==> config.mk <==
export PLATFORM = sky130hd
export DESIGN_NAME = lcd_pattern_ctrl
export DESIGN_NICKNAME = d
export VERILOG_FILES = /design/src/rtl/lcd_pkg.sv /design/src/rtl/lcd_pattern_ctrl_key_debounce.sv /design/src/rtl/lcd_pattern_ctrl.sv
export SDC_FILE = /design/constraint.sdc
export NUM_CORES = 1
export LEC_CHECK = 0
export BUFFER_PORTS_ARGS = -buffer_cell sky130_fd_sc_hd__buf_2
export CAP_MARGIN = 20
export CORE_UTILIZATION = 52
export CTS_CLUSTER_DIAMETER = 40
export CTS_CLUSTER_SIZE = 28
export DETAILED_ROUTE_END_ITERATION = 6
export GPL_ROUTABILITY_DRIVEN = 1
export GPL_TIMING_DRIVEN = 0
export PLACE_DENSITY = 0.75
export REMOVE_ABC_BUFFERS = 1
export SLEW_MARGIN = 20
export SYNTH_ARGS = -nofsm -noshare
export SYNTH_HDL_FRONTEND = slang
export SYNTH_SLANG_ARGS = --single-unit
==> constraint.sdc <==
create_clock -name lcd_clk -period 1.9 [get_ports lcd_clk]
set_clock_uncertainty 0.15 [all_clocks]
set_input_delay 0 -clock lcd_clk [delete_from_list [all_inputs] [get_ports lcd_clk]]
set_output_delay 0 -clock lcd_clk [all_outputs]
set_load 0.02 [all_outputs]
==> src/rtl/lcd_pkg.sv <==
`default_nettype none
// +----------------------------------------------------------------------------+
// | lcd_pkg                                                                    |
// | Shared constants, FSM encoding and colour helper for the LCD pattern path. |
// | Revision: 1.0                                                              |
// +----------------------------------------------------------------------------+
package lcd_pkg;

    localparam int H_DISP = 800;
    localparam int V_DISP = 480;

    localparam logic [15:0] WHITE = 16'hFFFF;
    localparam logic [15:0] BLACK = 16'h0000;
    localparam logic [15:0] RED   = 16'hF800;
    localparam logic [15:0] GREEN = 16'h07E0;
    localparam logic [15:0] BLUE  = 16'h001F;

    localparam logic [2:0] PAT_BARS    = 3'd0;
    localparam logic [2:0] PAT_CHECKER = 3'd1;
    localparam logic [2:0] PAT_SOLID   = 3'd2;

    typedef enum logic [1:0] {
        WAIT_FRAME = 2'd0,
        RUN        = 2'd1,
        PENDING    = 2'd2
    } fsm_state_t;

    // Solid-colour cycle: white -> red -> green -> blue -> black -> white.
    function automatic logic [15:0] next_solid(input logic [15:0] cur);
        case (cur)
            WHITE:   next_solid = RED;
            RED:     next_solid = GREEN;
            GREEN:   next_solid = BLUE;
            BLUE:    next_solid = BLACK;
            default: next_solid = WHITE;
        endcase
    endfunction

endpackage
`default_nettype wire

==> src/rtl/lcd_pattern_ctrl_key_debounce.sv <==
`default_nettype none
// +----------------------------------------------------------------------------+
// | key_debounce                                                               |
// | 2-flop synchronizer, saturating stability counter, one-cycle press pulse.  |
// | Revision: 1.0                                                              |
// +----------------------------------------------------------------------------+
module key_debounce #(
    parameter logic [19:0] DEBOUNCE_CYC = 20'd660000
) (
    input  logic clk,
    input  logic rst_n,
    input  logic key_n,
    output logic key_evt
);

    logic        sync_q1;
    logic        sync_q2;
    logic        stable;
    logic [19:0] stable_cnt;

    always_ff @(posedge clk or negedge rst_n) begin
        if (!rst_n) begin
            sync_q1    <= 1'b1;
            sync_q2    <= 1'b1;
            stable     <= 1'b1;
            stable_cnt <= 20'd0;
            key_evt    <= 1'b0;
        end else begin
            sync_q1 <= key_n;
            sync_q2 <= sync_q1;
            // sync_q1 != sync_q2 means sync_q2 is about to change level
            if (sync_q1 != sync_q2)
                stable_cnt <= 20'd0;
            else if (stable_cnt != DEBOUNCE_CYC)
                stable_cnt <= stable_cnt + 20'd1;
            if (stable_cnt == DEBOUNCE_CYC)
                stable <= sync_q2;
            key_evt <= (stable_cnt == DEBOUNCE_CYC) && stable && !sync_q2;
        end
    end

endmodule
`default_nettype wire

==> src/rtl/lcd_pattern_ctrl.sv <==
`default_nettype none
// +----------------------------------------------------------------------------+
// | lcd_pattern_ctrl                                                           |
// | Frame-aligned test-pattern sequencer (key / auto advance).                 |
// | Optional macro LCD_PATTERN_REVERSE_EN adds key_prev_n for backward steps.  |
// | Revision: 1.0                                                              |
// +----------------------------------------------------------------------------+
module lcd_pattern_ctrl
    import lcd_pkg::*;
#(
    parameter int          NUM_PATTERNS   = 3,
    parameter logic [19:0] DEBOUNCE_CYC   = 20'd660000,
    parameter logic [7:0]  FRAMES_PER_PAT = 8'd120,
    parameter logic [6:0]  CHECKER_DEF    = 7'd40
) (
    input  logic        lcd_clk,
    input  logic        sys_rst_n,
    input  logic        frame_start,
    input  logic        key_n,
`ifdef LCD_PATTERN_REVERSE_EN
    input  logic        key_prev_n,
`endif
    input  logic        auto_en,
    output logic [2:0]  pattern_sel,
    output logic [6:0]  checker_size,
    output logic [15:0] solid_color,
    output logic        pattern_chg
);

    localparam logic [2:0] LAST_PAT = 3'(NUM_PATTERNS - 1);

    fsm_state_t  state;
    fsm_state_t  state_nxt;
    logic        req_back;
    logic        req_back_nxt;
    logic        commit;
    logic        key_evt;
    logic        back_evt;
    logic        auto_evt;
    logic        fwd_evt;
    logic [7:0]  frame_cnt;
    logic [2:0]  next_pat;
    logic        checker_half;

    key_debounce #(.DEBOUNCE_CYC(DEBOUNCE_CYC)) u_key_fwd (
        .clk     (lcd_clk),
        .rst_n   (sys_rst_n),
        .key_n   (key_n),
        .key_evt (key_evt)
    );

`ifdef LCD_PATTERN_REVERSE_EN
    key_debounce #(.DEBOUNCE_CYC(DEBOUNCE_CYC)) u_key_back (
        .clk     (lcd_clk),
        .rst_n   (sys_rst_n),
        .key_n   (key_prev_n),
        .key_evt (back_evt)
    );
`else
    assign back_evt = 1'b0;
`endif

    // Event fires on the frame_start that brings the count up to FRAMES_PER_PAT-1.
    assign auto_evt = frame_start && auto_en && ((frame_cnt + 8'd1) == (FRAMES_PER_PAT - 8'd1));
    assign fwd_evt  = key_evt || auto_evt;

    always_ff @(posedge lcd_clk or negedge sys_rst_n) begin
        if (!sys_rst_n)
            frame_cnt <= 8'd0;
        else if (!auto_en || commit)
            frame_cnt <= 8'd0;
        else if (frame_start && (frame_cnt != FRAMES_PER_PAT - 8'd1))
            frame_cnt <= frame_cnt + 8'd1;
    end

    always_ff @(posedge lcd_clk or negedge sys_rst_n) begin
        if (!sys_rst_n) begin
            state    <= WAIT_FRAME;
            req_back <= 1'b0;
        end else begin
            state    <= state_nxt;
            req_back <= req_back_nxt;
        end
    end

    always_comb begin
        state_nxt    = state;
        req_back_nxt = req_back;
        commit       = 1'b0;
        case (state)
            WAIT_FRAME: begin
                if (frame_start)
                    state_nxt = RUN;
            end
            RUN: begin
                // Simultaneous forward and backward requests cancel each other.
                if (fwd_evt != back_evt) begin
                    state_nxt    = PENDING;
                    req_back_nxt = back_evt;
                end
            end
            PENDING: begin
                if (frame_start) begin
                    commit    = 1'b1;
                    state_nxt = RUN;
                end else if (fwd_evt && back_evt) begin
                    state_nxt = RUN;
                end else if (fwd_evt) begin
                    req_back_nxt = 1'b0;
                end else if (back_evt) begin
                    req_back_nxt = 1'b1;
                end
            end
            default: state_nxt = WAIT_FRAME;
        endcase
    end

    always_comb begin
        next_pat = 3'd0;
        if (req_back)
            next_pat = (pattern_sel == 3'd0) ? LAST_PAT : pattern_sel - 3'd1;
        else
            next_pat = (pattern_sel == LAST_PAT) ? 3'd0 : pattern_sel + 3'd1;
    end

    always_ff @(posedge lcd_clk or negedge sys_rst_n) begin
        if (!sys_rst_n) begin
            pattern_sel  <= PAT_BARS;
            checker_size <= CHECKER_DEF;
            solid_color  <= WHITE;
            pattern_chg  <= 1'b0;
            checker_half <= 1'b0;
        end else begin
            pattern_chg <= commit;
            if (commit) begin
                pattern_sel <= next_pat;
                if (next_pat == PAT_CHECKER) begin
                    checker_size <= checker_half ? (CHECKER_DEF >> 1) : CHECKER_DEF;
                    checker_half <= !checker_half;
                end
                if (next_pat == PAT_SOLID)
                    solid_color <= next_solid(solid_color);
            end
        end
    end

endmodule
`default_nettype wire

==> metrics <==
status=complete, no violations; area of the multi-input gates=1310 µm²; # DRC=0; first-pass GRT wire length=around 7800 µm; Worst Setup End Kind=flip-flop; Reg2Reg Depth=4; later-pin clock latency in the skew report=300 ps; routed wire length per instance=about 13 µm; clock-pin slew on the worst setup and hold paths=roughly 90 ps; final wirelength=approximately 4400 µm; startpoint types=flip-flop; Worst Tran Pin Value=roughly 940 ps; DRT iter0 DRCs=between 150 and 200; vias per cell=~5.4; Die H=about 72 µm; Main synth FF type=dfrtp_1; Syn. warnings=0; pre-CTS setup slack=-47.3 ps; r2r startpoint=frame_cnt[2]; drt first pass iters=4; Slew headroom=between 30% and 40%; CTS Buffer Depth=2; Final Total Pwr=around 0.0017 W; max cap viols=0; clock buffer count from CTS=5; kind of critical path=reg -> reg; CP max FO=11; unrepaired setup endpoints after global routing=yes; Setup Viol. Count Final=0; synth unique cells=55; Data required, critical path=1920 ps; Hold Violations, Final=0; Total Routing Usage GR=18.8%; peak supply drop=between 0.4 and 0.5 mV; Post-synth EDFFs=0; Root Driver=clkbuf_8; synthesized cell area=about 2600 µm²; Initial Util=a little over half; power density over cell area=between 600 and 700 nW/µm²; WHS Path Cells=4; HP Class=in -> reg; core footprint=4720 µm²; HPWL after DPL=approximately 2900 µm; routability-driven placement congestion ratio=approximately 0.8; Vias=about 1900; Remaining Overflow, GRT=0; Port Buffers=28; Synth Instances=262; flops & latches, synth=44; # IOs=32; CTS tree=yes; max-slew violations=0; share of cells above drive strength 1=between 20% and 30%; synthesis-to-layout area growth=11.0%; register area=about 1100 µm²; P_leak=approximately 1.3 nW; FILL cells=between 300 and 400; DRT antenna net count=0; average size of a mapped cell=between 9 and 10 µm²; Seq/Total Area, Yosys=a little over two fifths; dpl cell area=roughly 2600 µm²; # diodes=0; Final nets=between 200 and 300; Final WS setup=just over 80 ps; largest net degree at the start of global routing=45; initial antenna violation count=0; Final period util=95.6%; clk sinks=44; htree depth=2; arrival time worst endpoint=1840 ps; min Tclk post-route=between 1500 and 2000 ps; Final Instance Area=approximately 2800 µm²; setup_tns=0 ps; vias in the first global route=1734; Setup crit start=frame_cnt[2]; Die X=slightly above 70 µm; Fmax achieved=~550 MHz; worst hold start=frame_start; post-synthesis async set-or-reset flop share=between 90% and 100%; DIE AREA=around 5200 µm²; num rows=25
-- metrics by stage --
stage	std cells	utilization (%)	hold WS [ps]
floorplan	240	-	-446
global placement	335	55.5	-36.4
detailed placement	335	55.7	-34.1
CTS	347	58.6	2.99
global route	350	60.0	17.9
finish	350	60.0	7.86
-- flip-flops by register name, indices dropped and copies added (netlist names) --
register              flops
solid_color               3
u_key_fwd.sync_q2         1
u_key_fwd.sync_q1         1
pattern_sel               3
u_key_fwd.key_evt         1
checker_size              2
checker_half              1
pattern_chg               1
frame_cnt                 8
state                     2
u_key_fwd.stable_cnt     20
u_key_fwd.stable          1
-- layout make-up --
| class | instances | share of cell area (%) |
|---|---|---|
| clock buffers | 7 | 3.05 |
| clock inverters | 1 | 0.265 |
| inverters | 11 | 1.46 |
| multi-input cells | 185 | 46.2 |
| flip-flops and latches | 44 | 39.2 |
| well taps | 67 | 2.96 |
| repair buffers | 35 | 6.84 |
-- timing repair --
item                       in CTS  in global routing
hold buffers                    3                  0
setup endpoints to repair       6                 13
buffers inserted                1                  3
resized for setup               3                  7
hold endpoints to repair       46                  0
-- cell usage in the layout (no fill, tap or decap), types with 3 or more instances in the layout --
| master | instances |
|---|---|
| dfrtp_1 | 35 |
| nor2_1 | 28 |
| buf_2 | 28 |
| nand2_1 | 15 |
| nand3_1 | 14 |
| xnor2_1 | 14 |
| inv_1 | 11 |
| a21oi_1 | 10 |
| xor2_1 | 9 |
| o21ai_0 | 8 |
| nor3_1 | 7 |
| dfstp_2 | 7 |
| nand4_1 | 6 |
| clkbuf_8 | 6 |
| nor4b_2 | 4 |
| or3_1 | 4 |
| ha_1 | 4 |
| nor4_1 | 3 |
| nand2b_1 | 3 |
| and3_1 | 3 |
| a31oi_1 | 3 |
| conb_1 | 3 |
| dlygate4sd3_1 | 3 |
-- worst max-delay path, cell delays in order (launching register included) --
cell and delay [ps]:
dfrtp_1 560, nand4_2 280, o21a_1 260, nor4_2 300, o21ai_0 140
-- synthesized netlist by cell type, drive strengths merged, types with 4 or more instances --
cell type,instances,share of area (%)
nor4,6,2.3
inv,11,1.6
dfstp,7,7.2
nand3,15,3.1
nor2,28,4.1
xor2,10,3.4
or3,4,0.98
nand2,16,2.4
ha,5,2.4
xnor2,14,4.8
nor3,7,1.4
nand4,10,4.1
a21oi,10,2.0
buf,23,6.3
o21ai,10,2.0
dfrtp,37,36
nor4b,5,2.0
-- kinds of logic after synthesis --
logic type	share of synthesized area, %
other cells	0.147
buf+inv	8.03
xor+xnor	8.23
flops	43.4
simple gates	26.0
mux	1.22
fa+ha+maj	2.45
compound gates	10.5
-- power by group --
part           switching (W)  internal [W]  total [W]  leakage, nW
combinational      0.0000816     0.0000467   0.000128        0.700
clock               0.000319      0.000296   0.000615       0.0445
sequential         0.0000329      0.000956   0.000989        0.572
total               0.000434       0.00130    0.00173         1.32
-- metal layers --
metal  share of wire (%)  GRT usage [%]
met1                  50           25.3
met2                  46           30.4
met3                 3.6           5.00
met4                0.39           4.58
met5                   0              0
-- path summary, 6_finish.rpt --
path | endpoint | slack (ps)
min in group asynchronous | frame_cnt[4] | 230
max in group asynchronous | frame_cnt[1] | 740
max reg2reg | state[0] | 80
min reg2reg | u_key_fwd.sync_q2 | 270
max | state[0] | 80
min | frame_cnt[5] | 8
Power figures use the tool's default switching activity.
